`src/rtl/intersection_controller_if.sv`:
```
// Control inputs and signal-head outputs of one intersection_controller.
interface intersection_controller_if;
  logic       tick;
  logic       req_b;
  logic       ped_req;
  logic       preferential;
  logic       force_red;
  logic       attention;
  logic [0:2] leds_a;
  logic [0:2] leds_b;
  logic       walk;
  logic [2:0] phase;
  logic [7:0] timer;

  modport master (
    output tick, req_b, ped_req, preferential, force_red, attention,
    input  leds_a, leds_b, walk, phase, timer
  );

  modport slave (
    input  tick, req_b, ped_req, preferential, force_red, attention,
    output leds_a, leds_b, walk, phase, timer
  );
endinterface

```
`src/rtl/intersection_controller.sv`:
```
// Two-head crossing sequencer: A rests green, B served on request, with
// preemption to all-red and a flashing-yellow attention mode. Timing in ticks.
module intersection_controller #(
  parameter int unsigned GREEN_A_T  = 30,
  parameter int unsigned GREEN_B_T  = 20,
  parameter int unsigned YELLOW_T   = 3,
  parameter int unsigned ALLRED_T   = 2,
  parameter int unsigned EXT_T      = 10,
  parameter int unsigned FLASH_HALF = 1
) (
  input logic                      clk,
  input logic                      rst,
  intersection_controller_if.slave bus
);

  typedef enum logic [2:0] {
    A_GREEN   = 3'd0,
    A_YELLOW  = 3'd1,
    ALL_RED_1 = 3'd2,
    B_GREEN   = 3'd3,
    B_YELLOW  = 3'd4,
    ALL_RED_2 = 3'd5,
    HOLD_RED  = 3'd6,
    FLASH     = 3'd7
  } state_e;

  localparam logic [7:0] GA_L = 8'(GREEN_A_T);
  localparam logic [7:0] GB_L = 8'(GREEN_B_T);
  localparam logic [7:0] Y_L  = 8'(YELLOW_T);
  localparam logic [7:0] AR_L = 8'(ALLRED_T);
  localparam logic [7:0] EX_L = 8'(EXT_T);
  localparam logic [7:0] FH_L = 8'(FLASH_HALF);

  localparam logic [0:2] LED_G = 3'b100;
  localparam logic [0:2] LED_Y = 3'b010;
  localparam logic [0:2] LED_R = 3'b001;
  localparam logic [0:2] LED_D = 3'b000;

  state_e     state_q, state_d;
  logic [7:0] timer_q, timer_d;
  logic       b_pend_q, b_pend_d;
  logic       ped_pend_q, ped_pend_d;
  logic       ext_q, ext_d;
  logic       ped_served_q, ped_served_d;
  logic       blink_q, blink_d;
  logic       sat_q, sat_d;
  logic       frc_q, frc_d;
  logic       attn_q, attn_d;
  logic [0:2] leds_a_q, leds_a_d;
  logic [0:2] leds_b_q, leds_b_d;
  logic       walk_q, walk_d;

  logic [7:0] da;
  logic       stop;
  logic       frc_any;
  logic       attn_any;

  always_comb begin
    state_d      = state_q;
    timer_d      = timer_q;
    b_pend_d     = b_pend_q | bus.req_b;
    ped_pend_d   = ped_pend_q | bus.ped_req;
    ext_d        = ext_q;
    ped_served_d = ped_served_q;
    blink_d      = blink_q;
    sat_d        = sat_q;
    frc_d        = frc_q;
    attn_d       = attn_q;
    leds_a_d     = LED_R;
    leds_b_d     = LED_R;
    walk_d       = 1'b0;

    da       = GA_L + (ext_q ? EX_L : 8'd0);
    stop     = bus.force_red | bus.attention;
    frc_any  = frc_q | bus.force_red;
    attn_any = attn_q | bus.attention;

    if (bus.tick && timer_q != 8'hFF) timer_d = timer_q + 8'd1;

    // Preemption requests seen anywhere in the normal sequence are held
    // until the next all-red completes.
    if (state_q != HOLD_RED && state_q != FLASH) begin
      frc_d  = frc_any;
      attn_d = attn_any;
    end

    case (state_q)
      A_GREEN: begin
        if (stop) begin
          state_d = A_YELLOW;
        end else if (timer_q == da - 8'd1 && (bus.tick || sat_q)) begin
          timer_d = timer_q;
          if (b_pend_q || ped_pend_q) state_d = A_YELLOW;
          else                        sat_d   = 1'b1;
        end
      end
      A_YELLOW:
        if (bus.tick && timer_q == Y_L - 8'd1) state_d = ALL_RED_1;
      ALL_RED_1:
        if (bus.tick && timer_q == AR_L - 8'd1)
          state_d = frc_any ? HOLD_RED : (attn_any ? FLASH : B_GREEN);
      B_GREEN:
        if (stop || (bus.tick && timer_q == GB_L - 8'd1)) state_d = B_YELLOW;
      B_YELLOW:
        if (bus.tick && timer_q == Y_L - 8'd1) state_d = ALL_RED_2;
      ALL_RED_2:
        if (bus.tick && timer_q == AR_L - 8'd1)
          state_d = frc_any ? HOLD_RED : (attn_any ? FLASH : A_GREEN);
      HOLD_RED:
        if (!bus.force_red) state_d = bus.attention ? FLASH : ALL_RED_2;
      FLASH: begin
        if (bus.force_red) begin
          state_d = HOLD_RED;
        end else if (!bus.attention) begin
          state_d = ALL_RED_2;
        end else if (bus.tick && timer_q == FH_L - 8'd1) begin
          blink_d = ~blink_q;
          timer_d = '0;
        end
      end
      default: state_d = ALL_RED_2;
    endcase

    if (state_d != state_q) begin
      timer_d = '0;
      case (state_d)
        A_GREEN: begin
          ext_d = bus.preferential;
          sat_d = 1'b0;
        end
        B_GREEN: begin
          ped_served_d = ped_pend_q;
          b_pend_d     = bus.req_b;
          ped_pend_d   = bus.ped_req;
        end
        HOLD_RED: begin
          frc_d  = 1'b0;
          attn_d = 1'b0;
        end
        FLASH: begin
          frc_d   = 1'b0;
          attn_d  = 1'b0;
          blink_d = 1'b1;
        end
        default: ;
      endcase
    end

    case (state_d)
      A_GREEN:  leds_a_d = LED_G;
      A_YELLOW: leds_a_d = LED_Y;
      B_GREEN: begin
        leds_b_d = LED_G;
        walk_d   = ped_served_d;
      end
      B_YELLOW: leds_b_d = LED_Y;
      FLASH: begin
        leds_a_d = blink_d ? LED_Y : LED_D;
        leds_b_d = blink_d ? LED_Y : LED_D;
      end
      default: ;
    endcase
  end

  always_ff @(posedge clk or negedge rst) begin
    if (!rst) begin
      state_q      <= ALL_RED_2;
      timer_q      <= '0;
      b_pend_q     <= 1'b0;
      ped_pend_q   <= 1'b0;
      ext_q        <= 1'b0;
      ped_served_q <= 1'b0;
      blink_q      <= 1'b0;
      sat_q        <= 1'b0;
      frc_q        <= 1'b0;
      attn_q       <= 1'b0;
      leds_a_q     <= LED_R;
      leds_b_q     <= LED_R;
      walk_q       <= 1'b0;
    end else begin
      state_q      <= state_d;
      timer_q      <= timer_d;
      b_pend_q     <= b_pend_d;
      ped_pend_q   <= ped_pend_d;
      ext_q        <= ext_d;
      ped_served_q <= ped_served_d;
      blink_q      <= blink_d;
      sat_q        <= sat_d;
      frc_q        <= frc_d;
      attn_q       <= attn_d;
      leds_a_q     <= leds_a_d;
      leds_b_q     <= leds_b_d;
      walk_q       <= walk_d;
    end
  end

  assign bus.leds_a = leds_a_q;
  assign bus.leds_b = leds_b_q;
  assign bus.walk   = walk_q;
  assign bus.phase  = state_q;
  assign bus.timer  = timer_q;

endmodule
```
`src/flat_wrapper.sv`:
```
// flat-port wrapper written by rule: the top's interface ports become plain ports
module intersection_controller_flat 
#(
  parameter int unsigned GREEN_A_T  = 30,
  parameter int unsigned GREEN_B_T  = 20,
  parameter int unsigned YELLOW_T   = 3,
  parameter int unsigned ALLRED_T   = 2,
  parameter int unsigned EXT_T      = 10,
  parameter int unsigned FLASH_HALF = 1
)
  (clk, rst, bus_tick, bus_req_b, bus_ped_req, bus_preferential, bus_force_red, bus_attention, bus_leds_a, bus_leds_b, bus_walk, bus_phase, bus_timer);
  intersection_controller_if bus_i ();
  input logic clk;
  input logic rst;
  input wire logic [$bits(bus_i.tick)-1:0] bus_tick;
  input wire logic [$bits(bus_i.req_b)-1:0] bus_req_b;
  input wire logic [$bits(bus_i.ped_req)-1:0] bus_ped_req;
  input wire logic [$bits(bus_i.preferential)-1:0] bus_preferential;
  input wire logic [$bits(bus_i.force_red)-1:0] bus_force_red;
  input wire logic [$bits(bus_i.attention)-1:0] bus_attention;
  output wire logic [$bits(bus_i.leds_a)-1:0] bus_leds_a;
  output wire logic [$bits(bus_i.leds_b)-1:0] bus_leds_b;
  output wire logic [$bits(bus_i.walk)-1:0] bus_walk;
  output wire logic [$bits(bus_i.phase)-1:0] bus_phase;
  output wire logic [$bits(bus_i.timer)-1:0] bus_timer;
  assign bus_i.tick = bus_tick;
  assign bus_i.req_b = bus_req_b;
  assign bus_i.ped_req = bus_ped_req;
  assign bus_i.preferential = bus_preferential;
  assign bus_i.force_red = bus_force_red;
  assign bus_i.attention = bus_attention;
  assign bus_leds_a = bus_i.leds_a;
  assign bus_leds_b = bus_i.leds_b;
  assign bus_walk = bus_i.walk;
  assign bus_phase = bus_i.phase;
  assign bus_timer = bus_i.timer;
  intersection_controller #(.GREEN_A_T(GREEN_A_T), .GREEN_B_T(GREEN_B_T), .YELLOW_T(YELLOW_T), .ALLRED_T(ALLRED_T), .EXT_T(EXT_T), .FLASH_HALF(FLASH_HALF)) u_core (.clk(clk), .rst(rst), .bus(bus_i));
endmodule
```
`config.mk`:
```
export PLATFORM = sky130hd
export DESIGN_NAME = intersection_controller_flat
export DESIGN_NICKNAME = d
export VERILOG_FILES = /design/src/rtl/intersection_controller_if.sv /design/src/rtl/intersection_controller.sv /design/src/flat_wrapper.sv
export SDC_FILE = /design/constraint.sdc
export NUM_CORES = 1
export LEC_CHECK = 0
export ABC_AREA = 1
export BUFFER_PORTS_ARGS = -buffer_cell sky130_fd_sc_hd__buf_2
export CAP_MARGIN = 20
export CORE_MARGIN = 2
export CORE_UTILIZATION = 60
export CTS_CLUSTER_DIAMETER = 40
export DETAILED_ROUTE_END_ITERATION = 7
export PLACE_DENSITY = 0.92
export SYNTH_ARGS = -nofsm -noshare
export SYNTH_HDL_FRONTEND = slang
export SYNTH_SLANG_ARGS = --single-unit
```
`constraint.sdc`:
```
create_clock -name clk -period 4.1 [get_ports clk]
set_clock_uncertainty 0.15 [all_clocks]
set_input_delay 0.82 -clock clk [delete_from_list [all_inputs] [get_ports clk]]
set_output_delay 0.82 -clock clk [all_outputs]
set_load 0.02 [all_outputs]
```
# --- Word-level counts from Yosys, hierarchy flattened ---
# Index checks and enable logic that the tools add are counted.
# Widths: inputs -> output; s select.
word_totals:
  ff_bits: 26
  input_bits: 8
  out_inout_bits: 18
op_classes:
  addsub: 3
  eq_ne: 21
  mux: 54
  n_bitwise: 6
  reduce_logical: 15
ops:
  columns: ["operator", "n"]
  rows:
  - ["$mux 8", 7]
  - ["$mux 3", 15]
  - ["$mux 1", 25]
  - ["$pmux 3 s8", 1]
  - ["$eq 3x3->1 const B", 7]
  - ["$pmux 3 s3", 2]
  - ["$pmux 8 s2", 1]
  - ["$eq 3x2->1 const B", 3]
  - ["$add 5x8->8 const A", 1]
  - ["$add 8x1->8 const B", 1]
  - ["$eq 8x1->1 const B", 1]
  - ["$eq 8x2->1 const B", 1]
  - ["$eq 8x5->1 const B", 1]
  - ["$eq 8x8->1", 1]
  - ["$logic_not 8->1", 1]
  - ["$ne 8x8->1 const B", 1]
  - ["$sub 8x1->8 const B", 1]
  - ["$logic_and 1x1->1", 7]
  - ["$eq 3x1->1 const B", 2]
  - ["$logic_not 3->1", 2]
  - ["$ne 3x3->1 const B", 2]
  - ["$or 1x1->1", 5]
  - ["$mux 2", 2]
  - ["$mux 4", 1]
  - ["6 further kinds", 8]

# --- Logic depth before layout (Yosys ltp) ---
# Gate-level depths: netlist of run 1.
depth:
  depth_word: 13
  mapped_depth: 19
  mapped_depth_nobuf: 18

# --- Worst setup path before layout of run 1 ---
# Ideal clock, no wire load.
synth_path:
  path_kind: "input to register"
  start: "in bus_force_red"
  end: "reg u_core.leds_b_q, in the netlist u_core.bus.leds_b[1]"
  setup_ns: 0.117
  arrival_time_ns: 2.077
  path_slack_ns: 1.755
  stages: 14
  path_buffers: 1
  cell_sequence: "or2_1 -> nor2_1 -> nand3_1 -> nand2_2 -> nand2_4 -> nand2_1 -> nand2_2 -> nor2_4 -> nand2_2 -> buf_6 -> nand2_4 -> nand2_2 -> nand2_2 -> nand2_1"
synth_via:
  elab_chain_cells: 9
synth_lines:
  columns: ["element", "line", "rtl"]
  rows:
  - ["start, declared", "flat_wrapper.sv:19", "input wire logic [$bits(bus_i.force_red)-1:0] bus_force_red;"]
  - ["$or 1x1->1, on equally long branches", "intersection_controller.sv:75, intersection_controller.sv:74", null]
  - ["$mux 3, or another cell as far along", "intersection_controller.sv:108", "state_d = frc_any ? HOLD_RED : (attn_any ? FLASH : A_GREEN);"]
  - ["$mux 3, on equally long branches", "intersection_controller.sv:107, intersection_controller.sv:100, intersection_controller.sv:103", null]
  - ["$pmux 3 s8 *", "intersection_controller.sv:87", "case (state_q)"]
  - ["via u_core.state_d[2]", "intersection_controller.sv:39", "state_e state_q, state_d;"]
  - ["$eq 3x3->1", "intersection_controller.sv:126", "case (state_d)"]
  - ["$mux 1", "intersection_controller.sv:126", null]
  - ["$mux 1 *", "intersection_controller.sv:124", "if (state_d != state_q) begin"]
  - ["via u_core.blink_d", "intersection_controller.sv:45", "logic blink_q, blink_d;"]
  - ["$mux 2 *", "intersection_controller.sv:159", "leds_b_d = blink_d ? LED_Y : LED_D;"]
  - ["$pmux 3 s3 *", "intersection_controller.sv:149", "case (state_d)"]
  - ["via u_core.leds_b_d, one bit", "intersection_controller.sv:50", "logic [0:2] leds_b_q, leds_b_d;"]
  - ["end signal, assigned", "intersection_controller.sv:192", "leds_b_q <= leds_b_d;"]
  - ["end, declared", "intersection_controller.sv:50", null]
# Mark *: on every way through the listed nets, which the timed path passes. The rest lies on a longest branch.
# A chain may end at the register's enable or synchronous reset.

# --- Worst setup path after layout of run 1 ---
layout_path:
  start: "reg u_core.timer_q[1] (netlist: u_core.bus.timer[1])"
  end: "reg u_core.ped_served_q"
layout_via:
  elab_chain_cells: 8
layout_lines:
  columns: ["element", "line", "rtl"]
  rows:
  - ["start, declared", "intersection_controller.sv:40", "logic [7:0] timer_q, timer_d;"]
  - ["start signal, assigned", "intersection_controller.sv:182", "timer_q <= timer_d;"]
  - ["$eq 8x8->1 / $eq 8x5->1 (equally long branches)", "intersection_controller.sv:91, intersection_controller.sv:103", null]
  - ["$logic_and 1x1->1, on equally long branches", "intersection_controller.sv:91, intersection_controller.sv:103", null]
  - ["$mux 3 / $logic_or 1x1->1 (equally long branches)", "intersection_controller.sv:91, intersection_controller.sv:103", null]
  - ["$mux 3, on equally long branches", "intersection_controller.sv:89, intersection_controller.sv:103", null]
  - ["$pmux 3 s8 *", "intersection_controller.sv:87", null]
  - ["$eq 3x2->1", "intersection_controller.sv:126", null]
  - ["$mux 1", "intersection_controller.sv:126", null]
  - ["$mux 1 *", "intersection_controller.sv:124", null]
  - ["via u_core.ped_served_d", "intersection_controller.sv:44", "logic ped_served_q, ped_served_d;"]
  - ["end signal, assigned", "intersection_controller.sv:186", "ped_served_q <= ped_served_d;"]
  - ["end, declared", "intersection_controller.sv:44", null]
# Marked as above.

==> results of run 1 <==
## logic make-up after synthesis
group                      count (synthesis)  synth area share (%)
and+or+nand+nor                          125                  39.7
buffers and inverters                     34                  8.30
DFF                                       26                  39.9
AOI/OAI and AO/OA                         20                  6.92
xor gates and xnor gates                   4                  2.13
adders and majority gates                  4                  3.04
## critical path: stages, from the launching register on
cell and delay (ps):
dfrtp_1 480, inv_1 160, ha_1 170, nand2_1 80
nor2_4 160, nand3_1 110, nand2_1 80, clkinv_1 50
nand2_1 80, nand2_2 90, nand2_4 120, nand2_1 70
nand2_1 90, nand2_2 190, nand2_1 160, nand2_1 60
nand2_1 80, inv_1 50
## worst max-delay path by stage
| stage | start | slack [ps] | to |
|---|---|---|---|
| floorplan | bus_force_red | 1760 | u_core.bus.leds_b[1]$_DFF_PN0_ |
| global placement | bus_force_red | 1470 | u_core.ped_pend_q$_DFF_PN0_ |
| detailed placement | bus_tick | 1350 | u_core.bus.walk$_DFF_PN0_ |
| CTS | u_core.bus.timer[1]$_DFFE_PN0P_ | 1590 | u_core.ped_served_q$_DFF_PN0_ |
| global route | u_core.bus.timer[1]$_DFFE_PN0P_ | 1320 | u_core.bus.walk$_DFF_PN0_ |
| finish | u_core.bus.timer[1]$_DFFE_PN0P_ | 1570 | u_core.ped_served_q$_DFF_PN0_ |
## layer usage
| metal | part of all wire [%] | routed length [um] | GRT usage, % | up-vias |
|---|---|---|---|---|
| met4 | 1.1 | 39 | 6.12 | 0 |
| met3 | 6.4 | 225 | 3.92 | 3 |
| li1 | - | - | - | 729 |
| met5 | 0 | 0 | 0 | - |
| met1 | 43 | 1520 | 33.6 | 683 |
| met2 | 49 | 1740 | 41.3 | 51 |
## metrics by stage
step | cells | area (um^2)
6_report | 271 | 1850
5_1_grt | 271 | 1850
4_1_cts | 271 | 1850
3_5_place_dp | 267 | 1800
3_3_place_gp | 267 | 1800
2_1_floorplan | 213 | 1640
## area by class of cell
type                    count  area, um^2
flip-flops and latches     26         656
well taps                  30        37.5
fillers                   215         697
repair buffers             25         125
inverters                  33         125
clock inverters             1        30.0
multi-input cells         153         852
clock buffers               3        22.5
## registers in the layout, summed over array words and instances (netlist names)
name / flops
u_core.bus.leds_b: 3
u_core.ped_pend_q: 1
u_core.frc_q: 1
u_core.sat_q: 1
u_core.bus.walk: 1
u_core.attn_q: 1
u_core.bus.timer: 8
u_core.blink_q: 1
u_core.b_pend_q: 1
u_core.ext_q: 1
u_core.bus.leds_a: 3
u_core.ped_served_q: 1
u_core.bus.phase: 3
## power groups by stage
stage                     Combinational [mW]  Clock [mW]  Sequential (mW)
after floorplan                        0.353           0            0.397
after global placement                 0.461           0            0.370
after detailed placement               0.477           0            0.370
after CTS                              0.484       0.181            0.366
after global routing                   0.548       0.185            0.374
final                                  0.485       0.178            0.367
## layout by cell type (no fill, tap or decap), types with 3 or more instances in the layout
cell / instances
o21ai_0: 5
dfstp_2: 4
nand4_1: 5
a21oi_1: 7
ha_1: 4
inv_1: 21
xor2_1: 3
clkinv_1: 3
buf_2: 25
nor2_1: 28
clkbuf_4: 3
nand3_1: 15
nand3_2: 4
o21ai_1: 3
nand2_1: 41
nor2_2: 3
nand2_4: 5
dfrtp_1: 22
inv_2: 8
nor3_1: 5
nand2_2: 10
==> results.json, run 1 <==
{
  "yosys_warnings": 0,
  "synth.area.top_cells": "dfrtp_1 33%, nand2_1 9.4%, dfstp_2 6.4%",
  "insertion_delay_ps": 330,
  "min_period_ps": 2530,
  "start_kind": "flip-flop",
  "hold_path.class": "primary input to async pin",
  "fin_tns_setup_ps": 0,
  "vias_per_cell": 5.41,
  "placementRows": 18,
  "synth_area_um2": 1640,
  "min_period_over_period_pct": 61.6,
  "cts.sinks": 26,
  "grt_pass1_wl_um": 6130,
  "first_pass_iters": 5,
  "dp_hpwl_um": 2710,
  "route.detailed.drc": 0,
  "ys_seq_elements": 26,
  "ant_nets": 0,
  "fin_util_pct": 72.6,
  "grtUsageTotal_pct": 24.7,
  "cts_resized": 0,
  "required_ps": 4200,
  "synthArstFlopShare_pct": 100,
  "status": "complete, no violations",
  "peakVddDrop_mv": 0.419,
  "tightest_slew_ps": 560,
  "n_antenna_cell": 0,
  "totalWireLength_um": 3520,
  "clockPowerShare_pct": 17.2,
  "cts-root-buf": "clkbuf_4",
  "sw_frac_of_total_pct": 46.3,
  "p_total_mw": 1.03,
  "crit_type": "flip-flop to flip-flop",
  "rrSetupSlack_ps": 1570,
  "seqPwrFrac_pct": 35.6,
  "drt-initial-drc-count": 69,
  "gp_congestion": 0.947,
  "vias": 1466,
  "cts_tree": "done",
  "final.setup.worst_slack_ps": 1570,
  "ctsHtreeMaxLevel": 1,
  "synth_top_area_share_pct": 33.5,
  "ios": 26,
  "slew_headroom_pct": 62.7,
  "io_buffer_count": 25,
  "synth-edff-count": 0,
  "p_sw_uw": 477,
  "areaGrowthSynthToFinish_pct": 12.4,
  "synth_cell_type_count": 31,
  "core_area_um2": 2540,
  "combinationalPowerShare_pct": 47.1,
  "grt_max_degree": 27,
  "seq_area_frac_synth_pct": 39.9,
  "die_area_um2": 3170,
  "hold_viol": 0,
  "critPathCaptureType": "flip-flop",
  "dieWidth_um": 56.3,
  "syn-num-nets": 225,
  "yosysMostFrequentCell": "nand2_1",
  "slew_viol_final": 0,
  "grt_pass1_vias": 1380,
  "path_max_fanout": 11,
  "gr-total-overflow": 0,
  "clk_path_buf_depth": 2,
  "p_int_uw": 553,
  "worstPathArrival_ps": 2620,
  "hold_buffers": 0,
  "synthTopCellsByCount": "41 x nand2_1, 28 x nor2_1, 22 x dfrtp_1, 21 x inv_1, 15 x nand3_1",
  "cts_setup_buffers": 0,
  "fp.dieH_um": 56.3,
  "rsz0062_at_grt": "false",
  "nets": 254,
  "worstReg2RegStart": "u_core.bus.timer[1]$_DFFE_PN0P_",
  "clk_pin_slew_ps": 140,
  "drive_above_1_share_pct": 29.5,
  "cts_made_buffers": 3,
  "netlist_instances": 213,
  "dp_slack_ps": 1350,
  "synth_top_area_cell": "dfrtp_1",
  "max_freq_mhz": 396,
  "setup_viol": 0,
  "fin_hold_ws_ps": 301,
  "start_util_pct": 64.6,
  "p_per_area_nw_per_um2": 557,
  "synthFlopType": "dfrtp_1",
  "r2r_cells": 17,
  "r2r_end": "u_core.ped_served_q$_DFF_PN0_",
  "syn_avg_cell_area_um2": 7.72,
  "wire_per_inst_um": 13.0,
  "maxCapViolCount": 0,
  "p_leak_nw": 0.962,
  "antenna_found_initial": 0
}
Note: power is estimated with default switching activity, not from simulation.
==> inputs of run 2 (changes only) <==
- CORE_UTILIZATION: 60 -> 56
- PLACE_DENSITY: 0.92 -> 0.87
- clock period: 4.1 -> 2.55 ns (I/O delays scaled with it)
==> run 2 against run 1 <==
  * Hold slack worse by 300 ps
  * Sequential power grew 63%
  * Critical path depth is the same
  * Core utilization down 5.9 points
==> results.json, run 2 (synthesis gave the netlist of run 1 again) <==
{
  "worstReg2RegStart": "u_core.bus.timer[0]$_DFFE_PN0P_",
  "ios": 26,
  "crit_type": "flip-flop to flip-flop",
  "n_antenna_cell": 0,
  "dp_hpwl_um": 2670,
  "dieWidth_um": 58.2,
  "crit_slowest_cell": "dfrtp_2",
  "cts_setup_buffers": 0,
  "placementRows": 19,
  "drive_above_1_share_pct": 30.7,
  "gp_congestion": 0.892,
  "grt_pass1_vias": 1415,
  "final_common_cell": "nand2_1",
  "grt_max_degree": 27,
  "dp_slack_ps": 132,
  "cts_tree": "done",
  "vias": 1502,
  "vias_per_cell": 5.52,
  "fp.dieH_um": 58.2,
  "max_freq_mhz": 435,
  "met2_usage_pct": 36.0,
  "antenna_found_initial": 0,
  "io_buffer_count": 25,
  "grt_use_met1_pct": 30.1,
  "largest_reg_flops": 8,
  "crit_path_start": "u_core.bus.timer[0]$_DFFE_PN0P_",
  "die_area_um2": 3390,
  "insertion_delay_ps": 330,
  "peakVddDrop_mv": 0.654,
  "maxCapViolCount": 0,
  "final.setup.worst_slack_ps": 249,
  "slew_headroom_pct": 62.6,
  "n_fill_cell": 223,
  "cts.sinks": 26,
  "path_max_fanout": 11,
  "clk_pin_slew_ps": 140,
  "fin_tns_setup_ps": 0,
  "max_stage_delay_ps": 480,
  "slew_viol_final": 0,
  "start_util_pct": 59.1,
  "grtUsageTotal_pct": 22.8,
  "hold_buffers": 0,
  "status": "complete, no violations",
  "min_period_over_period_pct": 90.2,
  "grtUsageMet3_pct": 2.68,
  "path_cells": "inv_1 -> ha_1 -> nand2_1 -> inv_1 -> nand2_1 -> o21ai_1 -> nand3_2 -> nor2_2 -> nand2_2 -> nand2_4 -> nand2_1 -> nand2_1 -> nand2_4 -> nand2_1 -> nand2_1 -> nand2_1 -> inv_1",
  "crit_path_frequent_cell": "nand2_1",
  "cts_resized": 0,
  "worstPathArrival_ps": 2390,
  "hold_viol": 0,
  "nets": 254,
  "setup_viol": 0,
  "min_period_ps": 2300,
  "start_kind": "flip-flop",
  "cts-root-buf": "clkbuf_4",
  "p_per_area_nw_per_um2": 895,
  "ant_nets": 0,
  "p_leak_nw": 0.961,
  "layout_common_cells": "41 x nand2_1, 28 x nor2_1, 25 x buf_2",
  "wire_per_inst_um": 12.9,
  "critPathCaptureType": "flip-flop",
  "ctsHtreeMaxLevel": 1,
  "rsz0062_at_grt": "false",
  "drt-initial-drc-count": 77,
  "hold_path.class": "primary input to async pin",
  "grt_pass1_wl_um": 5920,
  "areaGrowthSynthToFinish_pct": 12.9,
  "grt_busiest_layer": "met2",
  "totalWireLength_um": 3510,
  "crit_family": "simple AND/OR/NAND/NOR gates",
  "worst-path-buf-inv": 3,
  "gr-total-overflow": 0,
  "design_area_um2": 1860,
  "fin_hold_ws_ps": 0.207,
  "tightest_slew_ps": 562,
  "cts_made_buffers": 3,
  "core_area_um2": 2780,
  "fin_util_pct": 66.8,
  "first_pass_iters": 5,
  "dpl_cell_area_um2": 1800,
  "required_ps": 2640,
  "clk_path_buf_depth": 2,
  "route.detailed.drc": 0
}
[run 2: changes by cell type in the layout (fill, tap and decap cells not counted)]
| cell | delta |
|---|---|
| dfrtp_1 | -2 |
| dfrtp_2 | +2 |
| inv_1 | -1 |
| inv_2 | +1 |
| nand2_2 | -1 |
| nand2_4 | +1 |
[run 2: routing by layer]
layer | vias up | wire (um)
met1 | 711 | 1530
met4 | 0 | 87
met2 | 44 | 1720
met3 | 12 | 165
li1 | 735 | -
met5 | - | 0
[run 2: through the flow]
step	instances	total power, mW
6_report	272	1.66
4_1_cts	272	1.64
2_1_floorplan	213	1.21
3_3_place_gp	268	1.34
5_1_grt	272	1.79
3_5_place_dp	268	1.36
[run 2: layout make-up]
class / instances / area (um^2) / share of cell area (%)
repair buffers: 25 / 125 / 6.74
clock buffers: 3 / 22.5 / 1.21
well taps: 31 / 38.8 / 2.09
flip-flops and latches: 26 / 658 / 35.4
multi-input cells: 153 / 857 / 46.2
inverters: 33 / 125 / 6.74
clock inverters: 1 / 30.0 / 1.62
[run 2: report_power, final]
group | switching [mW] | leakage (nW) | internal, mW
logic | 0.547 | 0.628 | 0.236
registers | 0.0948 | 0.305 | 0.503
clock network | 0.123 | 0.0279 | 0.159
[run 2: final timing paths]
kind | endpoint | slack [ps] | cells after the start
max reg2reg | u_core.ped_served_q$_DFF_PN0_ | 250 | 17
min | u_core.ped_pend_q$_DFF_PN0_ | 0.2 | 1
max in group asynchronous | u_core.bus.timer[0]$_DFFE_PN0P_ | 1840 | 1
min in group clk | u_core.b_pend_q$_DFF_PN0_ | 200 | 2
max | u_core.ped_served_q$_DFF_PN0_ | 250 | 17
min reg2reg | u_core.b_pend_q$_DFF_PN0_ | 370 | 1
==> inputs of run 3 (changes only) <==
- CORE_ASPECT_RATIO: not set -> 0.5
- CORE_MARGIN: 2 -> 10
- SLEW_MARGIN: not set -> 20
==> run 3 against run 2 <==
  * Via count down 1.2%
  * Routed wire length up 8.3%
  * First-iteration DRC count up 16%
  * Hold slack better by 70 ps
==> results.json, run 3 (synthesis gave the netlist of run 1 again) <==
{
  "cts-root-buf": "clkbuf_8",
  "dp_hpwl_um": 2900,
  "met2_usage_pct": 23.2,
  "min_period_over_period_pct": 91.4,
  "drt-initial-drc-count": 89,
  "grtUsageMet3_pct": 4.77,
  "crit_slowest_cell": "dfrtp_2",
  "drive_above_1_share_pct": 30.7,
  "grt_busiest_layer": "met2",
  "grt_pass1_vias": 1430,
  "tightest_slew_ps": 560,
  "ios": 26,
  "dieWidth_um": 96.6,
  "io_buffer_count": 25,
  "maxCapViolCount": 0,
  "rsz0062_at_grt": "false",
  "ctsHtreeMaxLevel": 1,
  "n_fill_cell": 214,
  "max_freq_mhz": 429,
  "crit_path_frequent_cell": "nand2_1",
  "cts.sinks": 26,
  "cts_made_buffers": 3,
  "crit_type": "flip-flop to flip-flop",
  "critPathCaptureType": "flip-flop",
  "nets": 254,
  "totalWireLength_um": 3800,
  "slew_headroom_pct": 62.7,
  "hold_viol": 0,
  "antenna_found_initial": 0,
  "core_area_um2": 2700,
  "vias": 1484,
  "worstReg2RegStart": "u_core.bus.timer[1]$_DFFE_PN0P_",
  "peakVddDrop_mv": 0.460,
  "final_common_cell": "nand2_1",
  "r2r_cells": 17,
  "clk_path_buf_depth": 2,
  "grt_max_degree": 27,
  "worstPathArrival_ps": 2360,
  "min_period_ps": 2330,
  "die_area_um2": 5630,
  "required_ps": 2580,
  "fp.dieH_um": 58.3,
  "largest_reg_flops": 8,
  "hold_path.class": "primary input to async pin",
  "gp_congestion": 0.994,
  "grtUsageTotal_pct": 13.6,
  "status": "complete, no violations",
  "r2r_end": "u_core.bus.walk$_DFF_PN0_",
  "ant_nets": 0,
  "path_cells": "inv_2 -> ha_1 -> nand2_1 -> nor2_4 -> nand3_1 -> nand2_1 -> clkinv_1 -> nand2_1 -> nand2_2 -> nand2_4 -> nand2_1 -> nand2_1 -> nand2_4 -> nand2_2 -> nand2_1 -> nand2_1 -> nor2_1",
  "setup_viol": 0,
  "rrSetupSlack_ps": 220,
  "hold_buffers": 0,
  "fin_tns_setup_ps": 0,
  "vias_per_cell": 5.34,
  "start_util_pct": 60.9,
  "dp_slack_ps": 121,
  "insertion_delay_ps": 270,
  "grt_use_met1_pct": 16.1,
  "first_pass_iters": 4,
  "cts_tree": "done",
  "wire_per_inst_um": 13.7,
  "path_max_fanout": 11,
  "slew_viol_final": 0,
  "start_kind": "flip-flop",
  "p_leak_nw": 0.971,
  "layout_common_cells": "40 x nand2_1, 28 x nor2_1, 25 x buf_2",
  "final.setup.worst_slack_ps": 220,
  "max_stage_delay_ps": 460,
  "n_antenna_cell": 0,
  "placementRows": 13,
  "areaGrowthSynthToFinish_pct": 14.6,
  "clk_pin_slew_ps": 100,
  "gr-total-overflow": 0,
  "p_per_area_nw_per_um2": 930,
  "route.detailed.drc": 0,
  "grt_pass1_wl_um": 6550
}
==> run 3: changes by cell type in the layout (fill, tap and decap cells not counted) <==
cell,previous run,this run
clkbuf_4,3,0
nand2_2,9,10
dfrtp_2,2,1
dfrtp_1,20,21
nand2_1,41,40
clkbuf_8,0,3
==> run 3: final cells by class <==
type                    instances  area, um^2  area share [%]
flip-flops and latches         26         657            34.9
inverters                      33         125            6.64
clock buffers                   3        41.3            2.19
repair buffers                 25         125            6.64
well taps                      37        46.3            2.46
multi-input cells             153         860            45.6
clock inverters                 1        30.0            1.59
==> run 3: what timing repair did <==
action                     4_1_cts  5_1_grt
setup buffers                    0        0
gates resized for setup          0        4
setup endpoints to repair        0        6
hold endpoints to repair         0        0
==> run 3: critical path, delay by kind of cell (launching register included) <==
family | cells | cell delay [ps]
adder cells (fa/ha/maj) | 1 | 150
buffers and inverters | 2 | 150
flip-flops | 1 | 460
AND/OR/NAND/NOR | 14 | 1330
==> run 3: worst max path at each step <==
stage | startpoint | end | slack, ps | depth (start not counted)
6_report | u_core.bus.timer[1]$_DFFE_PN0P_ | u_core.bus.walk$_DFF_PN0_ | 220 | 17
5_1_grt | u_core.bus.timer[1]$_DFFE_PN0P_ | u_core.ped_served_q$_DFF_PN0_ | 30 | 17
4_1_cts | u_core.bus.timer[1]$_DFFE_PN0P_ | u_core.bus.walk$_DFF_PN0_ | 60 | 18
3_5_place_dp | u_core.bus.timer[1]$_DFFE_PN0P_ | u_core.bus.walk$_DFF_PN0_ | 120 | 18
3_3_place_gp | u_core.bus.timer[1]$_DFFE_PN0P_ | u_core.bus.walk$_DFF_PN0_ | 220 | 17
2_1_floorplan | u_core.bus.timer[1]$_DFFE_PN0P_ | u_core.bus.leds_b[1]$_DFF_PN0_ | 360 | 18
==> run 3: through the flow <==
stage	utilization (%)	power [mW]	instance area [um^2]	hold slack (ps)	std cells
final	69.8	1.75	1880	70.5	278
after global routing	69.8	1.87	1880	119	278
after CTS	69.5	1.73	1880	83.7	278
after detailed placement	66.8	1.38	1800	325	274
after global placement	66.8	1.35	1800	316	274
after floorplan	-	1.21	1640	64.4	213
==> run 3: metal layers <==
layer | up-vias | routed length [um] | share of wire [%]
met4 | 0 | 65 | 1.7
met2 | 60 | 1780 | 47
met1 | 687 | 1580 | 42
met3 | 6 | 372 | 9.8
met5 | - | 0 | 0
li1 | 731 | - | -
==> run 3: report_power, final <==
part,leakage [nW],internal [mW],switching (mW),total [mW]
Clock,0.0357,0.210,0.133,0.343
Combinational,0.629,0.239,0.576,0.815
Sequential,0.306,0.502,0.0918,0.593
Total,0.971,0.951,0.801,1.75
